===== src/rtl/operand_mux_pkg.sv =====
// Shared constants and the select-width helper for the operand select mux.
package operand_mux_pkg;

    localparam int OPERAND_MUX_MAX_CHANNELS = 16;

    function automatic int sel_width(input int channels);
        int w;
        w = $clog2(channels);
        return (w < 1) ? 1 : w;
    endfunction

endpackage


===== src/rtl/rr_arbiter.sv =====
// Combinational channel arbiter: round-robin from ptr when OPERAND_SELECT_MUX_RR_EN
// is defined, otherwise a lowest-index-wins priority encoder (ptr ignored).
module rr_arbiter
    import operand_mux_pkg::*;
#(
    parameter  int CHANNELS = 4,
    localparam int SEL_W    = sel_width(CHANNELS)
) (
    input  logic [CHANNELS-1:0] req,
    input  logic [SEL_W-1:0]    ptr,
    input  logic                en,
    output logic [CHANNELS-1:0] grant,
    output logic [SEL_W-1:0]    grant_idx
);

    logic found;

`ifdef OPERAND_SELECT_MUX_RR_EN
    logic [SEL_W-1:0] cand;

    always_comb begin
        grant     = '0;
        grant_idx = '0;
        found     = 1'b0;
        cand      = '0;
        // Walk the channels starting at ptr, wrapping at CHANNELS.
        for (int k = 0; k < CHANNELS; k++) begin
            cand = SEL_W'((int'(ptr) + k) % CHANNELS);
            if (en && !found && req[cand]) begin
                grant[cand] = 1'b1;
                grant_idx   = cand;
                found       = 1'b1;
            end
        end
    end
`else
    logic unused_ptr;
    assign unused_ptr = ^ptr;

    always_comb begin
        grant     = '0;
        grant_idx = '0;
        found     = 1'b0;
        for (int k = 0; k < CHANNELS; k++) begin
            if (en && !found && req[k]) begin
                grant[k]  = 1'b1;
                grant_idx = SEL_W'(k);
                found     = 1'b1;
            end
        end
    end
`endif

endmodule


===== src/rtl/operand_select_mux.sv =====
// Registered N:1 operand mux with valid/ready on every channel and the output.
// Arbitration is round-robin when OPERAND_SELECT_MUX_RR_EN is defined, fixed priority otherwise.
module operand_select_mux
    import operand_mux_pkg::*;
#(
    parameter  int WIDTH    = 8,
    parameter  int CHANNELS = 4,
    localparam int SEL_W    = sel_width(CHANNELS)
) (
    input  logic                      clk,
    input  logic                      rst_n,
    input  logic [CHANNELS*WIDTH-1:0] in_data,
    input  logic [CHANNELS-1:0]       in_valid,
    output logic [CHANNELS-1:0]       in_ready,
    input  logic                      force_sel_en,
    input  logic [SEL_W-1:0]          force_sel,
    output logic [WIDTH-1:0]          out_data,
    output logic [SEL_W-1:0]          out_channel,
    output logic                      out_valid,
    input  logic                      out_ready
);

    logic [WIDTH-1:0]    out_data_q,    out_data_d;
    logic [SEL_W-1:0]    out_channel_q, out_channel_d;
    logic                out_valid_q,   out_valid_d;

    logic [CHANNELS-1:0] arb_grant, grant;
    logic [SEL_W-1:0]    arb_idx, grant_idx;
    logic [SEL_W-1:0]    rr_ptr;
    logic                load, accept;

`ifdef OPERAND_SELECT_MUX_RR_EN
    logic [SEL_W-1:0] rr_ptr_q, rr_ptr_d;
    assign rr_ptr = rr_ptr_q;
`else
    assign rr_ptr = '0;
`endif

    rr_arbiter #(.CHANNELS(CHANNELS)) u_arb (
        .req       (in_valid),
        .ptr       (rr_ptr),
        .en        (~force_sel_en),
        .grant     (arb_grant),
        .grant_idx (arb_idx)
    );

    // Manual override; an out-of-range index grants nothing.
    always_comb begin
        grant     = arb_grant;
        grant_idx = arb_idx;
        if (force_sel_en) begin
            grant     = '0;
            grant_idx = force_sel;
            if (int'(force_sel) < CHANNELS) begin
                grant[force_sel] = in_valid[force_sel];
            end
        end
    end

    assign load     = ~out_valid_q | out_ready;
    assign in_ready = grant & {CHANNELS{load}};
    assign accept   = |in_ready;

    always_comb begin
        out_data_d    = out_data_q;
        out_channel_d = out_channel_q;
        out_valid_d   = out_valid_q;
        if (accept) begin
            out_data_d    = in_data[int'(grant_idx)*WIDTH +: WIDTH];
            out_channel_d = grant_idx;
            out_valid_d   = 1'b1;
        end else if (out_ready) begin
            out_valid_d   = 1'b0;
        end
    end

    always_ff @(posedge clk or negedge rst_n) begin
        if (!rst_n) begin
            out_data_q    <= '0;
            out_channel_q <= '0;
            out_valid_q   <= 1'b0;
        end else begin
            out_data_q    <= out_data_d;
            out_channel_q <= out_channel_d;
            out_valid_q   <= out_valid_d;
        end
    end

`ifdef OPERAND_SELECT_MUX_RR_EN
    always_comb begin
        rr_ptr_d = rr_ptr_q;
        if (accept && !force_sel_en) begin
            rr_ptr_d = (arb_idx == SEL_W'(CHANNELS-1)) ? '0 : arb_idx + 1'b1;
        end
    end

    always_ff @(posedge clk or negedge rst_n) begin
        if (!rst_n) begin
            rr_ptr_q <= '0;
        end else begin
            rr_ptr_q <= rr_ptr_d;
        end
    end
`endif

    assign out_data    = out_data_q;
    assign out_channel = out_channel_q;
    assign out_valid   = out_valid_q;

endmodule


===== config.mk =====
export PLATFORM = sky130hd
export DESIGN_NAME = operand_select_mux
export DESIGN_NICKNAME = d
export VERILOG_FILES = /design/src/rtl/operand_mux_pkg.sv /design/src/rtl/rr_arbiter.sv /design/src/rtl/operand_select_mux.sv
export SDC_FILE = /design/constraint.sdc
export NUM_CORES = 1
export LEC_CHECK = 0
export ABC_AREA = 1
export ABC_CLOCK_PERIOD_IN_PS = 3480
export CAP_MARGIN = 20
export CORE_UTILIZATION = 45
export CTS_CLUSTER_DIAMETER = 200
export DETAILED_ROUTE_END_ITERATION = 6
export DONT_BUFFER_PORTS = 1
export PLACE_DENSITY = 0.69
export SKIP_LAST_GASP = 1
export SLEW_MARGIN = 20
export SYNTH_ARGS = -nofsm -noshare
export SYNTH_HDL_FRONTEND = slang
export SYNTH_SLANG_ARGS = --single-unit

===== constraint.sdc =====
create_clock -name clk -period 3.48 [get_ports clk]
set_input_delay 0.87 -clock clk [delete_from_list [all_inputs] [get_ports clk]]
set_output_delay 0.87 -clock clk [all_outputs]
set_load 0.1 [all_outputs]

==> flow_summary.json <==
{
  "ant_nets": 0,
  "areaGrowthSynthToFinish_pct": 5.385,
  "wl_um": 2192,
  "finalCritPeriodShare_pct": 75.82,
  "clockRootBuffer": "clkbuf_4",
  "placementRows": 16,
  "arrival_ns": 1.77,
  "synth.top_cell.area_share_pct": 26.93,
  "ys_ff_latch": 11,
  "max_freq_ghz": 0.3790,
  "clock_latency_ns": 0.26,
  "drt-wirelength-per-cell_um": 11.30,
  "hold_path_class": "in -> async",
  "antenna_found_initial": 0,
  "worst-setup-path-type": "in -> out",
  "ff2ff_path_depth": 8,
  "grt_pass1_vias": 873,
  "path_clk_slew_ns": 0.06,
  "grt_pass1_wl_um": 3739,
  "slowest_delay_ns": 0.39,
  "ctsHoldBuffers": 0,
  "outcome": "finished, final reports clean",
  "gp_congestion": 0.7732,
  "grt_max_degree": 18,
  "cts_tree": "yes",
  "vias": 1010,
  "final-hold-violation-count": 0,
  "grt_overflow_total": 0,
  "cts_buffers": 3,
  "dp_hpwl_um": 1830,
  "r2r-start": "out_valid",
  "start_util_pct": 50.06,
  "netlist_top_cells_area": "dfrtp_1 (27%), nand3_1 (22%), nand2_1 (15%), inv_1 (14%), nand3_2 (3.9%)",
  "ys_types": 21,
  "synth_top_area_cell": "dfrtp_1",
  "coreArea_sq_um": 2042,
  "worstSetupEndpointType": "output port",
  "slew-limit-headroom_pct": 39.45,
  "rrSetupSlack_ns": 1.20,
  "cts_htree_levels": 1,
  "ys_seq_area_share_pct": 26.93,
  "crit_family": "buffers and inverters",
  "clockBufferDepth": 2,
  "syn_area_per_cell_sq_um": 6.233,
  "firstDrtPassIters": 4,
  "rsz0062_at_grt": "no",
  "finalPower_w": 0.0006630,
  "cp.required_ns": 2.61,
  "syn_area_sq_um": 1022,
  "port_buffers": 0,
  "die-area_sq_um": 2466,
  "ios": 57,
  "syn_inst": 164,
  "drive_gt1_share_pct": 13.77,
  "grt_usage_pct": 19.61,
  "synth_warnings": 0,
  "leakage_nw": 0.6585,
  "num_antenna_cells": 0,
  "setup.worst_path.start_class": "primary input",
  "cts_sinks": 11,
  "fin_setup_tns_ns": 0,
  "finClkSkew_ns": 0.0005580,
  "slowest_stage": "inv_2",
  "fin_crit_ns": 2.639,
  "setup_viol": 0,
  "die_x_um": 49.66,
  "ir_worst_vdd_uv": 337.4,
  "drt_iter0_markers": 12,
  "cp.buffers_inverters": 2,
  "die-height_um": 49.66,
  "cts_resized": 0,
  "postSynthNetCount": 206,
  "r2r-end": "out_channel[1]",
  "tightest_slew_ns": 0.9083,
  "max-cap-violations": 0,
  "final_net_count": 210,
  "postCtsSetupBuffers": 0,
  "slew_violations": 0,
  "path_cells": "inv_1 > nand4_4 > o21ai_1 > nand2_1 > inv_2",
  "routed_via_density": 5.206,
  "path_max_fanout": 4,
  "powerDensity_nw_per_um2": 615.4,
  "drc": 0
}
-- how the worst max path moves through the flow --
stage / start / end / slack, ns / depth (start not counted)
floorplan: force_sel[1] / in_ready[0] / 0.28 / 3
global placement: in_valid[0] / in_ready[3] / 0.86 / 5
detailed placement: in_valid[0] / in_ready[3] / 0.85 / 5
CTS: in_valid[0] / in_ready[3] / 0.85 / 5
global route: out_valid / in_ready[2] / 0.77 / 7
finish: in_valid[0] / in_ready[3] / 0.84 / 5
-- final cells by class --
cell class,instances,area (sq um)
repair buffers,4,30.03
fillers,213,964.7
clock buffers,4,26.28
multi-input cells,108,561.8
well taps,27,33.78
inverters,40,150.1
flip-flops and latches,11,275.3
-- cells in the mapped netlist --
cell       n
a21oi_1    2
buf_4      2
buf_6      2
clkbuf_1   1
dfrtp_1   11
inv_1     38
inv_2      2
nand2_1   42
nand2_2    1
nand2_4    2
nand3_1   44
nand3_2    4
nand4_1    1
nand4_4    1
nor2_1     3
nor2_2     1
nor2_4     2
o21a_1     1
o21ai_0    1
o21ai_1    2
o21ai_2    1
-- report_power, final --
group          total (W)  internal (W)  switching, W
logic           0.000165     0.0000500      0.000115
registers       0.000417      0.000156      0.000261
clock network  0.0000814     0.0000442     0.0000372
-- flip-flops by register name, indices dropped and copies added, names as in the netlist --
name / flops
out_valid: 1
out_channel: 2
out_data: 8
-- metal layers --
layer	vias to the layer above	wire length [um]	GRT usage [%]
li1	514	-	-
met1	446	988	24.19
met2	46	1035	33.11
met3	4	130	3.395
met4	0	37	8.571
met5	-	0	0
-- kinds of logic (layout without fill, tap and decap cells) --
logic type	Yosys count	count (layout)	share of synthesized area, %
DFF	11	11	26.93
buffers and inverters	45	48	18.73
AOI/OAI and AO/OA	7	7	4.039
and+or+nand+nor	101	101	50.31
-- cell usage in the layout, fill, tap and decap left out, drive strengths merged --
| cell type | count |
|---|---|
| nand3 | 48 |
| nand2 | 45 |
| inv | 40 |
| dfrtp | 11 |
| nor2 | 6 |
| buf | 4 |
| clkbuf | 4 |
| o21ai | 4 |
| nand4 | 2 |
| a21oi | 2 |
| o21a | 1 |
-- through the flow --
| stage | hold WS, ns | setup slack (ns) | instances | cell area [sq um] | utilization, % |
|---|---|---|---|---|---|
| 2_1_floorplan | 0.5744 | 0.2841 | 164 | 1026 | - |
| 3_3_place_gp | 0.5746 | 0.8619 | 190 | 1051 | 51.47 |
| 3_5_place_dp | 0.5746 | 0.8474 | 190 | 1051 | 51.47 |
| 4_1_cts | 0.2964 | 0.8455 | 194 | 1077 | 52.76 |
| 5_1_grt | 0.2787 | 0.7698 | 194 | 1077 | 52.76 |
| 6_report | 0.3017 | 0.8415 | 194 | 1077 | 52.76 |
Power figures use the tool's default switching activity.
